--- src/rtl/vga_timing_pkg.sv ---
// Shared VGA timing constants, counter type and helpers.
// Imported by the sync generator and the downstream pixel stages.
package vga_timing_pkg;

  localparam int CW = 11;

  localparam int CLK_DIV_DFLT = 4;

  localparam int H_PIXELS = 800;
  localparam int H_SP     = 96;
  localparam int H_BP     = 144;
  localparam int H_FP     = 784;

  localparam int V_LINES  = 521;
  localparam int V_SP     = 2;
  localparam int V_BP     = 31;
  localparam int V_FP     = 511;

  typedef logic [CW-1:0] cnt_t;

  typedef struct packed {
    cnt_t hc;
    cnt_t vc;
    logic vidon;
  } pix_pos_t;

  // Half-open window test: lo <= v < hi, unsigned.
  function automatic logic in_span(
    input cnt_t v,
    input cnt_t lo,
    input cnt_t hi
  );
    return (v >= lo) && (v < hi);
  endfunction

endpackage

--- src/rtl/clk_en_div.sv ---
// Pixel clock-enable divider.
// Counts 0..DIV-1 and flags the last count as a one-clk tick.
module clk_en_div #(
  parameter int DIV = 4
) (
  input  logic clk,
  input  logic clr_n,
  output logic tick
);

  localparam int W = (DIV > 1) ? $clog2(DIV) : 1;
  localparam logic [W-1:0] LAST = W'(DIV - 1);

  logic [W-1:0] cnt;

  // Free-running modulo-DIV counter.
  always_ff @(posedge clk or negedge clr_n) begin
    if (!clr_n) begin
      cnt <= '0;
    end else if (cnt == LAST) begin
      cnt <= '0;
    end else begin
      cnt <= cnt + 1'b1;
    end
  end

  // Gating with clr_n keeps tick low in reset even when DIV is 1.
  assign tick = clr_n & (cnt == LAST);

endmodule

--- src/rtl/vga_sync_gen.sv ---
// VGA sync generator: pixel/line counters, syncs and visible window.
// All outputs except frame_start decode straight from the counters.
module vga_sync_gen
  import vga_timing_pkg::*;
#(
  parameter int CLK_DIV = CLK_DIV_DFLT,
  parameter int HPIXELS = H_PIXELS,
  parameter int VLINES  = V_LINES,
  parameter int HSP     = H_SP,
  parameter int HBP     = H_BP,
  parameter int HFP     = H_FP,
  parameter int VSP     = V_SP,
  parameter int VBP     = V_BP,
  parameter int VFP     = V_FP
) (
  input  logic          clk,
  input  logic          clr_n,
  output logic          hsync,
  output logic          vsync,
  output logic [CW-1:0] hc,
  output logic [CW-1:0] vc,
  output logic          vidon,
  output logic          pix_tick,
  output logic          frame_start
);

  localparam cnt_t HMAX  = cnt_t'(HPIXELS - 1);
  localparam cnt_t VMAX  = cnt_t'(VLINES - 1);
  localparam cnt_t HSP_C = cnt_t'(HSP);
  localparam cnt_t HBP_C = cnt_t'(HBP);
  localparam cnt_t HFP_C = cnt_t'(HFP);
  localparam cnt_t VSP_C = cnt_t'(VSP);
  localparam cnt_t VBP_C = cnt_t'(VBP);
  localparam cnt_t VFP_C = cnt_t'(VFP);

  logic tick;
  logic hwrap;
  logic vwrap;

  clk_en_div #(
    .DIV (CLK_DIV)
  ) u_div (
    .clk   (clk),
    .clr_n (clr_n),
    .tick  (tick)
  );

  assign pix_tick = tick;
  assign hwrap    = (hc == HMAX);
  assign vwrap    = (vc == VMAX);

  // Pixel counter advances once per tick.
  always_ff @(posedge clk or negedge clr_n) begin
    if (!clr_n) begin
      hc <= '0;
    end else if (tick) begin
      hc <= hwrap ? '0 : hc + 1'b1;
    end
  end

  // Line counter advances on the tick where the pixel counter wraps.
  always_ff @(posedge clk or negedge clr_n) begin
    if (!clr_n) begin
      vc <= '0;
    end else if (tick && hwrap) begin
      vc <= vwrap ? '0 : vc + 1'b1;
    end
  end

  // Pulse in the clk after both counters return to the origin.
  always_ff @(posedge clk or negedge clr_n) begin
    if (!clr_n) begin
      frame_start <= 1'b0;
    end else begin
      frame_start <= tick & hwrap & vwrap;
    end
  end

  assign hsync = (hc >= HSP_C);
  assign vsync = (vc >= VSP_C);
  assign vidon = in_span(hc, HBP_C, HFP_C)
               & in_span(vc, VBP_C, VFP_C);

endmodule

--- config.mk ---
export PLATFORM = sky130hd
export DESIGN_NAME = vga_sync_gen
export DESIGN_NICKNAME = d
export VERILOG_FILES = /design/src/rtl/vga_timing_pkg.sv /design/src/rtl/clk_en_div.sv /design/src/rtl/vga_sync_gen.sv
export SDC_FILE = /design/constraint.sdc
export NUM_CORES = 1
export LEC_CHECK = 0
export BUFFER_PORTS_ARGS = -buffer_cell sky130_fd_sc_hd__buf_2
export CAP_MARGIN = 15
export CORE_UTILIZATION = 48
export DETAILED_ROUTE_END_ITERATION = 8
export PLACE_DENSITY_LB_ADDON = 0.08
export RECOVER_POWER = 50
export SYNTH_ARGS = -nofsm -noshare
export SYNTH_HDL_FRONTEND = slang
export SYNTH_SLANG_ARGS = --single-unit
--- constraint.sdc ---
create_clock -name clk -period 2.4 [get_ports clk]
set_input_delay 0.24 -clock clk [delete_from_list [all_inputs] [get_ports clk]]
set_output_delay 0.24 -clock clk [all_outputs]
set_load 0.1 [all_outputs]
==> impl_metrics.toml, run 1 <==
[clock_tree]
cts_buffers = 3
clockBufferDepth = 2
cts_max_level = 1
root_buffer = "clkbuf_4"
clk_pin_slew_worst_paths_ns = 0.14
cts.sinks = 25
clk_latency_ns = 0.32
postCtsSetupBuffers = 0
cts_tree = "built"

[sta]
max_freq_mhz = 428
setup_viol = 0
holdWs_ns = 0.431
final-hold-violation-count = 0
slew_violations = 0
grt_setup_unrepaired = "no"
finalCriticalPeriod_ns = 2.33
fin_crit_sh_pct = 97.2
slew_headroom_pct = 22.5
worstMarginPinSlew_ns = 1.17
finalClockSkew_ns = 0.000808

[yosys]
ys_seq_area_share_pct = 45.8
avgSynthCellArea_um2 = 9.42
synth_area_leaders = "dfrtp_1 46%, ha_1 5.5%, nand3_1 4.0%, o21ai_0 4.0%, nand4_1 3.7%"
yosysTopAreaCellShare_pct = 45.8
ys_seq_elements = 25
yosysTopAreaCell = "dfrtp_1"
yosysWarnings = 0
syn-num-nets = 153
netlist_area_um2 = 1370
synth.distinct_cells = 34
synth_cells = 145

[setup_path]
cp.required_ns = 2.62
crit_family = "simple AND/OR/NAND/NOR gates"
path_cells = "or4_4 -> or4_4 -> or3_4 -> mux2_4"
critPathLaunchType = "register"
cp.arrival_ns = 2.56
worst-path-buf-inv = 0
crit_path_top_delay_cell = "or4_4"
crit_type = "register to register"
rr_worst_depth = 4
critPathMaxFanout = 8
cp_common_cell = "or4_4"
r2r_start = "hc[5]"
endpoint_kind = "register"
r2r_setup_slack_ns = 0.07
r2r-end = "vc[4]"
slowest_delay_ns = 0.56

[power]
switching_share_pct = 43.2
p_leak_uw = 0.000703
clkPwrFrac_pct = 19.7
intPower_uw = 561
power_frac_seq_pct = 50.6
power_frac_comb_pct = 29.7
p_sw_uw = 427
power.density_nw_per_um2 = 588
irDropWorstVdd_v = 0.000990

[global_routing]
grt-busiest-layer = "met1"
gr-usage-met2_pct = 30.6
use_met1_pct = 31.5
global_route.usage.met3_pct = 2.11
grt_max_degree = 28
track_usage_pct = 20.6
grt_pass1_wl_mm = 5.06
antenna_found_initial = 0
grt_pass1_vias = 1082
grt_overflow = 0

[routing]
drtIter0Drc = 60
routed_wl_mm = 3.11
post_drt_wl_per_cell_um = 14.7
final_antenna_net_count = 0
route.detailed.drc = 0
drtPass1Iterations = 4
vias = 1205
vias_per_cell = 5.71

[finish]
nFillCells = 218
diodes = 0
stdcell_count = 211
layout-drive-gt1-share_pct = 32.6
nNetsFinal = 190
final_cell_mix = "16 x dfrtp_2, 16 x buf_2, 11 x nand2_1, 11 x nand3_1, 11 x nor2_1"
area_growth_pct = 23.0

[floorplan]
die_w_um = 55.4
start_util_pct = 52.8
fp.dieArea_um2 = 3060
core_um2 = 2590
num_io_pins = 29
placementRows = 18
dieHeight_um = 55.4

[hold_path]
hold_depth = 1
whs_endpoint = "u_div.cnt[0]"
hp-start = "u_div.cnt[0]"
hp-class = "register to register"

[place]
place_congestion = 0.857
placedCellCount = 206
dpl.hpwl_mm = 2.26
portBuffers = 28

[run_status]
outcome = "finished, final reports clean"

[flow_run]
max_cap_violations = 0
cell usage after synthesis, drive strengths merged:
library cell / number
nor2: 11
buf: 1
nor3: 9
nand3: 11
o21ai: 11
and3: 3
inv: 7
nor4: 3
o22ai: 1
and4b: 1
a2111oi: 1
o31ai: 2
nand2b: 1
or4: 3
nor4b: 1
a31oi: 2
nand4: 8
xor2: 3
mux2: 3
dfrtp: 25
xnor2: 5
a21oi: 5
o21a: 1
and2: 1
clkbuf: 2
or2: 1
nor2b: 1
ha: 6
nand2: 11
or3: 4
a22o: 1
cells by family (layout without fill, tap and decap cells):
family,after synthesis,in the layout,share of synthesized area [%]
AO/OA/AOI/OAI,24,24,10.2
XOR/XNOR,8,8,5.13
adder cells (fa/ha/maj),6,6,5.49
buffers and inverters,10,46,3.30
flip-flops,25,25,45.8
multiplexers,3,3,2.75
AND/OR/NAND/NOR,69,69,27.4
per-layer routing:
metal | part of all wire (%) | up-vias | wire length (um)
li1 | - | 597 | -
met1 | 50 | 569 | 1550
met2 | 45 | 37 | 1380
met3 | 4.9 | 2 | 151
met4 | 0.48 | 0 | 15
met5 | 0 | - | 0
power by group through the flow:
stage,logic [uW],clock network [uW],registers [uW]
6_report,293,195,500
5_1_grt,303,210,507
4_1_cts,299,199,499
3_5_place_dp,298,0,507
3_3_place_gp,295,0,504
2_1_floorplan,39.4,0,708
sequential cells by signal, indices dropped and copies added (netlist names):
register	cells
hc	11
vc	11
u_div.cnt	2
frame_start	1
worst max-delay path by stage:
stage | from | end | slack, ns | cells past startpoint
final | hc[5] | vc[4] | 0.07 | 4
after global routing | hc[0] | vc[4] | 0.01 | 5
after CTS | hc[5] | vc[4] | 0.07 | 4
after detailed placement | hc[5] | vc[4] | 0.09 | 4
after global placement | hc[5] | vc[4] | 0.12 | 4
after floorplan | hc[5] | vc[4] | -0.14 | 5
what timing repair did:
item                                    CTS  global route
hold buffers                              1             0
endpoints found under the setup margin    0             1
endpoints found under the hold margin    25             0
gates resized for setup                   0             1
cell type report:
class	instances	area [um2]	share of cell area, %
clock buffers	3	22.5	1.34
multi-input cells	110	721	42.9
flip-flops and latches	25	668	39.8
clock inverters	1	5.00	0.298
well taps	30	37.5	2.23
inverters	7	26.3	1.56
repair buffers	35	200	11.9
through the flow:
step | setup WS [ns] | setup TNS (ns) | power [uW] | utilization [%] | area, um2
2_1_floorplan | -0.143 | -0.270 | 748 | - | 1430
3_3_place_gp | 0.120 | 0 | 799 | 63.8 | 1650
3_5_place_dp | 0.0908 | 0 | 804 | 63.8 | 1650
4_1_cts | 0.0692 | 0 | 997 | 65.3 | 1690
5_1_grt | 0.0134 | 0 | 1020 | 64.9 | 1680
6_report | 0.0663 | 0 | 988 | 64.9 | 1680
(Power assumes the default switching activity.)
==> run 2, diff against run 1 <==
--- a/config.mk
+++ b/config.mk
@@ -7,6 +7,7 @@
 export LEC_CHECK = 0
 export BUFFER_PORTS_ARGS = -buffer_cell sky130_fd_sc_hd__buf_2
 export CAP_MARGIN = 15
+export CORE_ASPECT_RATIO = 1.25
 export CORE_UTILIZATION = 48
 export DETAILED_ROUTE_END_ITERATION = 8
 export PLACE_DENSITY_LB_ADDON = 0.08
==> impl_metrics.toml, run 2 (same netlist as run 1, synthesis figures left out) <==
[sta]
finalCriticalPeriod_ns = 2.32
fin_crit_sh_pct = 96.7
final-hold-violation-count = 0
grt_setup_unrepaired = "no"
slew_violations = 0
finalClockSkew_ns = 0.00643
worstMarginPinSlew_ns = 1.16
slew_headroom_pct = 22.7
max_freq_mhz = 431
fin_ws_ns = 0.0801
setup_viol = 0

[finish]
multi_input_area_um2 = 721
nNetsFinal = 190
seqCellArea_um2 = 668
final_common_cell = "buf_2"
layout-drive-gt1-share_pct = 32.0
final_cell_mix = "17 x buf_2, 16 x dfrtp_2"
area_growth_pct = 23.1
nFillCells = 251
biggestRegsByFlops = "hc: 11 flops, vc: 11 flops, u_div.cnt: 2 flops"
diodes = 0

[power]
irDropWorstVdd_v = 0.000399
power.density_nw_per_um2 = 583
p_leak_uw = 0.000705
total_power_uw = 981

[place]
portBuffers = 28
place_congestion = 0.847
pre_cts_slack_ns = 0.101
dpl.hpwl_mm = 2.27

[clock_tree]
cts_tree = "built"
clk_latency_ns = 0.32
cts.sinks = 25
cts_max_level = 1
clockBufferDepth = 2
clk_pin_slew_worst_paths_ns = 0.14
cts_buffers = 3
root_buffer = "clkbuf_4"
postCtsSetupBuffers = 0

[setup_path]
critPathLaunchType = "register"
cp.arrival_ns = 2.54
worst-path-buf-inv = 0
path_cells = "or4_4 -> or4_4 -> or3_4 -> mux2_4"
crit_family = "simple AND/OR/NAND/NOR gates"
critPathMaxFanout = 7
crit_path_top_delay_cell = "or4_4"
cp_common_cell = "or4_4"
cp.required_ns = 2.62
endpoint_kind = "register"
slowest_delay_ns = 0.55
crit_type = "register to register"

[routing]
routed_wl_mm = 3.11
route.detailed.drc = 0
vias_per_cell = 5.86
drtPass1Iterations = 5
post_drt_wl_per_cell_um = 14.5
vias = 1259
final_antenna_net_count = 0
drtIter0Drc = 41

[floorplan]
fp.dieArea_um2 = 3070
num_io_pins = 29
core_um2 = 2680
die_w_um = 49.7
placementRows = 21
dieHeight_um = 61.7
start_util_pct = 51.0

[flow_run]
max_cap_violations = 0

[global_routing]
grt_max_degree = 28
grt_pass1_vias = 1162
grt_pass1_wl_mm = 5.02
antenna_found_initial = 0
grt_overflow = 0
track_usage_pct = 21.9

[hold_path]
hp-class = "register to register"

[run_status]
outcome = "finished, final reports clean"
==> run 2: cell types whose count changed in the layout (fill, tap and decap cells not counted) <==
| cell | before | now |
|---|---|---|
| buf_2 | 16 | 17 |
| clkbuf_1 | 10 | 11 |
| clkbuf_4 | 4 | 3 |
| clkinv_2 | 1 | 0 |
| o21ai_0 | 10 | 9 |
| o21ai_1 | 1 | 2 |
==> run 2: cell type report <==
cell class	instances	share of cell area, %
flip-flops and latches	25	39.7
clock buffers	4	1.56
repair buffers	35	11.8
inverters	7	1.56
well taps	34	2.53
multi-input cells	110	42.9
==> run 2: timing repair <==
| item | in CTS | in global routing |
|---|---|---|
| hold buffers | 1 | 0 |
| resized for setup | 0 | 1 |
| setup endpoints to repair | 0 | 1 |
| endpoints found under the hold margin | 25 | 0 |
==> run 2: layer usage <==
| metal | global-route usage [%] | routed length (um) |
|---|---|---|
| met5 | 0 | 0 |
| met4 | 11.0 | 45 |
| met1 | 25.6 | 1350 |
| met3 | 2.96 | 140 |
| met2 | 40.0 | 1580 |
==> run 2: stage by stage <==
stage          instance area, um2  util (%)  TNS, ns  cells  hold WS [ns]
2_1_floorplan                1430         -   -0.270    145       -0.0556
3_3_place_gp                 1660      61.9        0    210         0.283
3_5_place_dp                 1660      61.9        0    210         0.284
4_1_cts                      1690      63.2        0    215         0.441
5_1_grt                      1680      62.7        0    215         0.457
6_report                     1680      62.7        0    215         0.436
==> run 2: final timing paths <==
kind,from,end,slack [ns],cells after the start
setup / recovery,hc[7],vc[4],0.08,4
hold / removal,u_div.cnt[0],u_div.cnt[0],0.44,1
setup reg to reg,hc[7],vc[4],0.08,4
hold reg to reg,u_div.cnt[0],u_div.cnt[0],0.44,1
max in group asynchronous,clr_n,hc[5],1.67,3
min in group asynchronous,clr_n,vc[4],0.45,3
==> run 2: report_power, final <==
part | switching [uW] | internal (uW) | leakage [uW]
Combinational | 252 | 37.1 | 0.000405
Sequential | 43.0 | 458 | 0.000285
Clock | 125 | 65.0 | 0.0000150
Total | 420 | 561 | 0.000705
